File: config.mk
export PLATFORM = sky130hd
export DESIGN_NAME = id_ex_stage
export DESIGN_NICKNAME = d
export VERILOG_FILES = /design/src/rtl/id_ex_stage.sv
export SDC_FILE = /design/constraint.sdc
export NUM_CORES = 1
export LEC_CHECK = 0
export BUFFER_PORTS_ARGS = -buffer_cell sky130_fd_sc_hd__buf_2
export CAP_MARGIN = 20
export CORE_MARGIN = 4
export CORE_UTILIZATION = 45
export CTS_CLUSTER_SIZE = 24
export DETAILED_ROUTE_END_ITERATION = 7
export GPL_TIMING_DRIVEN = 0
export HOLD_SLACK_MARGIN = 0.15
export PLACE_DENSITY_LB_ADDON = 0.1
export SLEW_MARGIN = 20
export SYNTH_ARGS = -nofsm -noshare
export SYNTH_HDL_FRONTEND = slang
export SYNTH_SLANG_ARGS = --single-unit
File: constraint.sdc
create_clock -name clock -period 2.4 [get_ports clock]
set_clock_uncertainty 0.1 [all_clocks]
set_input_delay 0 -clock clock [delete_from_list [all_inputs] [get_ports clock]]
set_output_delay 0 -clock clock [all_outputs]
set_load 0.01 [all_outputs]
File: src/rtl/id_ex_stage.sv
// id_ex_stage -- ID/EX pipeline register with load-use hazard detection.
//
// Captures the decoded operands, register indices and control bits from ID
// and presents them to EX and the forwarding unit. It inserts a bubble
// (all fields zero) on a branch flush or a load-use hazard, and freezes on
// MEM back-pressure. A saturating counter tracks load-use bubbles.
//
// Ports:
//   clock, reset        rising-edge clock, synchronous active-high reset
//   mem_busy            MEM not ready: hold every register in this stage
//   flush               squash the instruction currently in ID
//   if_id_*             decoded fields from ID (indices, controls, data)
//   id_ex_*             registered fields to EX / forwarding unit
//   pc_write            PC may advance (combinational)
//   if_id_write         IF/ID may load (combinational)
//   bubble_count        saturating count of load-use bubbles
module id_ex_stage #(
  parameter int DATA_W = 32,
  parameter int REG_W  = 4,
  parameter int CNT_W  = 16
) (
  input  logic              clock,
  input  logic              reset,
  input  logic              mem_busy,
  input  logic              flush,
  input  logic [REG_W-1:0]  if_id_registerA,
  input  logic [REG_W-1:0]  if_id_registerB,
  input  logic [REG_W-1:0]  if_id_registerRD,
  input  logic              if_id_usesB,
  input  logic              if_id_regWrite,
  input  logic              if_id_memRead,
  input  logic              if_id_memWrite,
  input  logic              if_id_ALUSrc,
  input  logic [3:0]        if_id_aluOp,
  input  logic [DATA_W-1:0] if_id_dataA,
  input  logic [DATA_W-1:0] if_id_dataB,
  input  logic [DATA_W-1:0] if_id_imm,
  output logic [REG_W-1:0]  id_ex_registerA,
  output logic [REG_W-1:0]  id_ex_registerB,
  output logic [REG_W-1:0]  id_ex_registerRD,
  output logic              id_ex_regWrite,
  output logic              id_ex_memRead,
  output logic              id_ex_memWrite,
  output logic              id_ex_ALUSrc,
  output logic [3:0]        id_ex_aluOp,
  output logic [DATA_W-1:0] id_ex_dataA,
  output logic [DATA_W-1:0] id_ex_dataB,
  output logic [DATA_W-1:0] id_ex_imm,
  output logic              pc_write,
  output logic              if_id_write,
  output logic [CNT_W-1:0]  bubble_count
);

  typedef struct packed {
    logic [REG_W-1:0]  reg_a;
    logic [REG_W-1:0]  reg_b;
    logic [REG_W-1:0]  reg_rd;
    logic              reg_write;
    logic              mem_read;
    logic              mem_write;
    logic              alu_src;
    logic [3:0]        alu_op;
    logic [DATA_W-1:0] data_a;
    logic [DATA_W-1:0] data_b;
    logic [DATA_W-1:0] imm;
  } ex_fields_t;

  ex_fields_t       ex_d, ex_q, id_fields;
  logic [CNT_W-1:0] cnt_d, cnt_q;
  logic             load_use;

  assign id_fields = '{
    reg_a:     if_id_registerA,
    reg_b:     if_id_registerB,
    reg_rd:    if_id_registerRD,
    reg_write: if_id_regWrite,
    mem_read:  if_id_memRead,
    mem_write: if_id_memWrite,
    alu_src:   if_id_ALUSrc,
    alu_op:    if_id_aluOp,
    data_a:    if_id_dataA,
    data_b:    if_id_dataB,
    imm:       if_id_imm
  };

  // A bubble clears memRead, so a hazard can never be raised twice for the
  // same ID instruction: exactly one bubble per load-use.
  assign load_use = ex_q.mem_read &&
                    ((ex_q.reg_rd == if_id_registerA) ||
                     (if_id_usesB && (ex_q.reg_rd == if_id_registerB)));

  // Flush does not stall the front end: IF must fetch the branch target.
  assign pc_write    = !(mem_busy || load_use);
  assign if_id_write = !(mem_busy || load_use);

  always_comb begin
    ex_d  = ex_q;
    cnt_d = cnt_q;
    if (!mem_busy) begin
      if (flush) begin
        // Flush bubbles are not counted, even when a hazard coincides.
        ex_d = '0;
      end else if (load_use) begin
        ex_d = '0;
        if (cnt_q != {CNT_W{1'b1}}) cnt_d = cnt_q + 1'b1;
      end else begin
        ex_d = id_fields;
      end
    end
  end

  always_ff @(posedge clock) begin
    if (reset) begin
      ex_q  <= '0;
      cnt_q <= '0;
    end else begin
      ex_q  <= ex_d;
      cnt_q <= cnt_d;
    end
  end

  assign id_ex_registerA  = ex_q.reg_a;
  assign id_ex_registerB  = ex_q.reg_b;
  assign id_ex_registerRD = ex_q.reg_rd;
  assign id_ex_regWrite   = ex_q.reg_write;
  assign id_ex_memRead    = ex_q.mem_read;
  assign id_ex_memWrite   = ex_q.mem_write;
  assign id_ex_ALUSrc     = ex_q.alu_src;
  assign id_ex_aluOp      = ex_q.alu_op;
  assign id_ex_dataA      = ex_q.data_a;
  assign id_ex_dataB      = ex_q.data_b;
  assign id_ex_imm        = ex_q.imm;
  assign bubble_count     = cnt_q;

endmodule

# Word-level counts from Yosys, hierarchy flattened
# Cells that the tools add are included.
# W data, S select, Z words.
# word_totals
regBits,132
inputBits,121
out_inout_bits,134
# classes
addsub,1
eq_ne,3
muxes,2
n_bitwise,2
n_reduce_logical,6
# op_table
op,n
$mux W116,2
$add A16 B1 Y16 const B,1
$ne A16 B16 Y1 const B,1
$eq A4 B4 Y1,2
$reduce_and A4 Y1,1
$logic_and A1 B1 Y1,2
$logic_or A1 B1 Y1,2
$not A1 Y1,2
$logic_not A1 Y1,1

# Longest topological paths before layout
# depth
ltp_word,6
ltp_mapped,7

# Worst setup path after synthesis
# No wires, ideal clock.
# synth_path
path_kind,reg2reg
startpoint,"reg ex_q, in the netlist id_ex_registerRD[0]"
endpoint,"reg cnt_q[5], in the netlist bubble_count[5]"
arrival_time_ps,1746
setup_slack_ps,433
path_stages_with_launch,7
path_buffers,1
synth_period_minus_slack_ps,1967
path_cell_list,dfxtp_1 -> xor2_1 -> nor3_4 -> a32oi_2 -> buf_4 -> nor4_1 -> mux2_2
# synth_via
elab_chain_cells,5
elab_cells_between_ends,6
# synth_lines
item,line,rtl
"start, declared",68,"ex_fields_t ex_d, ex_q, id_fields;"
"start signal, assigned",114,ex_q <= '0;
"start signal, assigned",117,ex_q <= ex_d;
$eq A4 B4 Y1,90,(if_id_usesB && (ex_q.reg_rd == if_id_registerB)));
$logic_and A1 B1 Y1,90,
$logic_or A1 B1 Y1 *,89,((ex_q.reg_rd == if_id_registerA) ||
$logic_and A1 B1 Y1 *,88,assign load_use = ex_q.mem_read &&
$reduce_and A4 Y1 (no line) *,n/a,
"end signal, assigned",118,cnt_q <= cnt_d;
"end, declared",69,"logic [CNT_W-1:0] cnt_d, cnt_q;"
# Every way passes the cells marked *; elsewhere a longest branch is shown, timed or not.
# A chain may end at the register's enable or synchronous reset.

# Worst setup path after layout
# layout_path
startpoint,"reg ex_q, in the netlist id_ex_registerRD[0]"
endpoint,"reg cnt_q[6], in the netlist bubble_count[6]"
# The elaborated chain is that of the path after synthesis.

==> impl_metrics.csv <==
group,metric,value,unit
global_routing,first_global_vias,5875,
critical_path,worst_path_largest_cell_delay,0.37,ns
floorplan,die_w,111.4,um
sta,number_of_setup_violations_in_the_final_report,0,
yosys,dominantRegCellSynth,"dfxtp_1",
pwr,finalPower,0.005766,W
yosys,synth_seq_area_share,54.96,%
global_routing,grt_pass1_wl,29010,um
sta,timing_hold_violations_final,0,
floorplan,start_util,46.37,%
drt,wirelength,17850,um
final_layout,antenna-diode-count,0,
clock_tree,cts_htree_levels,4,
final_layout,fraction_of_final_layout_cells_sized_beyond_drive_strength_1,33.77,%
drt,drc_errors,0,
final_layout,flow.area_growth_from_synthesis,71.30,%
drt,antenna_violating_nets_post_route,0,
yosys,number_of_enable_flip_flop_cells_after_synthesis,0,
global_routing,grt_max_degree,17,
critical_path,timing.setup.critical_path_class,"flop to flop",
drt,routed_wire_length_per_instance,16.84,um
floorplan,pin_count,255,
clock_tree,tritoncts,"built",
flow_run,timing.max_cap.violations,0,
drt,avgViaCountPerCell,5.305,
global_routing,globalRouteTotalUtil,28.50,%
yosys,syn_avg_cell_area,9.522,sq um
clock_tree,cts-root-to-sink-buffers,2,
place,place_congestion,0.8210,
yosys,synth_instances,505,
final_layout,num-nets-final,1033,
yosys,synthesis.yosys.warnings,0,
sta,timing.fmax,455.1,MHz
sta,tightestPinTransition,0.5953,ns
critical_path,path_cells,"xor2_1, nor3_4, a32oi_2, buf_4, nor4_1, mux2_2",
final_layout,ff_latch_area,2643,sq um
clock_tree,cts.sinks,132,
drt,drt_first_pass_iters,6,
pwr,power.density,700.0,nW/um^2
floorplan,core_area,10370,sq um
final_layout,final.fill_count,665,
floorplan,rows,37,
clock_tree,cts_made_buffers,17,
worst_hold_path,path_class_of_the_lowest_slack_min_delay_path,"input port to flop",
critical_path,worstPathMaxFanout,10,
drt,drtIter0Drc,403,
clock_tree,clock_latency,0.50,ns
sta,drv_slew,0,
final_layout,mostFrequentLayoutCell,"buf_2",
yosys,synth.distinct_cells,36,
yosys,async_flop_share,0,%
pwr,irDropWorstVdd,465.1,uV
floorplan,dieHeight,111.4,um
sta,final.period_utilization,91.56,%
final_layout,multiInputGateArea,1978,sq um
global_routing,grt_antenna_before_repair,0,
global_routing,global_routing_met3_resource_utilization,8.913,%
critical_path,start_kind,"flop",
pwr,power.leakage,3.846,nW
sta,setup-tns-final,0,ns
critical_path,timing.critical_path.slowest_stage_cell,"mux2_2",
critical_path,ff2ff_setup_slack,0.20,ns
critical_path,timing.critical_path.arrival,2.48,ns
yosys,post_synth_instance_area,4808,sq um
final_layout,layout.cells.most_common_list,"262 x buf_2, 133 x dlygate4sd3_1, 132 x dfxtp_1",
final_layout,finalNonFillerCells,1060,
floorplan,fp.dieArea,12400,sq um
place,detailed_place_hpwl,11150,um
yosys,syn_nets,627,
sta,min_period,2.198,ns
sta,fin_hold_ws,0.1710,ns
critical_path,timing.critical_path.to_type,"flop",
sta,timing.max_slew.rel_slack,59.89,%
clock_tree,root_buffer,"clkbuf_8",
global_routing,met2_grt_util,50.74,%
drt,detailroute.via_count,5623,
global_routing,gr-total-overflow,0,
global_routing,grt.met1_usage,31.40,%
clock_tree,postCtsSetupBuffers,0,
global_routing,gr-max-usage-layer,"met2",
clock_tree,worst_setup_hold_path_clk_slew,0.06,ns
place,dp.cells,895,
sta,grt_setup_unrepaired,"false",
place,io_buffers,254,
outcome,outcome,"finished, final reports clean",
critical_path,worstPathRequired,2.69,ns
yosys,synth_seq_cells,132,
-- what timing repair did --
action	CTS	global route
hold buffers	133	0
gates resized for setup	0	2
endpoints found under the setup margin	0	41
hold endpoints to repair	126	0
-- worst paths after layout --
kind                             from               to  cells after the start
hold reg to reg       id_ex_dataB[31]  id_ex_dataB[31]                      2
setup reg to reg  id_ex_registerRD[0]  bubble_count[6]                      6
setup / recovery  id_ex_registerRD[0]  bubble_count[6]                      6
hold / removal          if_id_imm[13]    id_ex_imm[13]                      4
-- stage by stage --
stage | util, % | cell area, sq um | worst slack (ns)
floorplan | - | 4808 | 0.4330
global placement | 60.27 | 6250 | 0.1271
detailed placement | 60.27 | 6250 | 0.09188
CTS | 79.26 | 8219 | 0.04422
global route | 79.43 | 8237 | 0.02282
finish | 79.43 | 8237 | 0.2025
-- layer usage --
layer | up-vias | part of all wire, %
met3 | 52 | 8.2
li1 | 2633 | -
met4 | 0 | 3.5
met2 | 277 | 51
met5 | - | 0
met1 | 2661 | 37
-- cell type report --
type                            count  share of cell area, %
Buffer                             44                  2.446
Clock buffer                       20                  5.286
Clock inverter                     12                  2.461
Inverter                            1                0.04557
Multi-Input combinational cell    328                  24.02
Sequential cell                   132                  32.08
Tap cell                          136                  2.066
Timing Repair Buffer              387                  31.60
-- state kept, by name, summed over array words and instances, names as in the netlist --
register / count
id_ex_dataB: 32
id_ex_registerRD: 4
id_ex_memWrite: 1
id_ex_registerA: 4
id_ex_dataA: 32
id_ex_memRead: 1
id_ex_ALUSrc: 1
id_ex_imm: 32
id_ex_regWrite: 1
id_ex_registerB: 4
bubble_count: 16
id_ex_aluOp: 4
-- kinds of logic (layout without fill, tap and decap cells) --
group	count (synthesis)	in the layout	synth area share, %
AND/OR/NAND/NOR	175	175	16.19
AO/OA/AOI/OAI	136	136	21.03
flip-flops	132	132	54.96
buffers and inverters	45	464	4.267
XOR/XNOR	8	8	1.457
multiplexers	8	8	1.848
adder cells (fa/ha/maj)	1	1	0.2602
-- critical path: cells and delay by family (launching register included) --
kind	cells	cell delay, ns
multiplexers	1	0.37
XOR/XNOR	1	0.20
AND/OR/NAND/NOR	2	0.59
buffers and inverters	1	0.22
AO/OA/AOI/OAI	1	0.23
flip-flops	1	0.36
-- cell usage after synthesis (2+ instances only) --
library cell / instances / share of area (%)
dfxtp_1: 132 / 55
nand4_1: 3 / 0.39
nor2_1: 128 / 10
nand3_1: 5 / 0.52
o21ai_0: 3 / 0.31
or3_1: 3 / 0.39
nor3_1: 4 / 0.42
nand2b_1: 3 / 0.39
xnor2_1: 2 / 0.36
a22oi_1: 116 / 18
a21oi_1: 8 / 0.83
or4_1: 6 / 0.94
nor2b_1: 7 / 0.91
and3_1: 2 / 0.26
nand2_1: 5 / 0.39
buf_4: 7 / 1.1
clkbuf_1: 28 / 2.2
mux2_2: 7 / 1.6
nor4_1: 2 / 0.26
buf_2: 8 / 0.83
xor2_1: 6 / 1.1
o31ai_1: 6 / 0.94
-- where the power goes --
part	switching (W)	total [W]	internal, W
registers	0.0000429	0.00231	0.00227
clock network	0.000952	0.00278	0.00183
logic	0.000321	0.000678	0.000357
(Power assumes the default switching activity.)
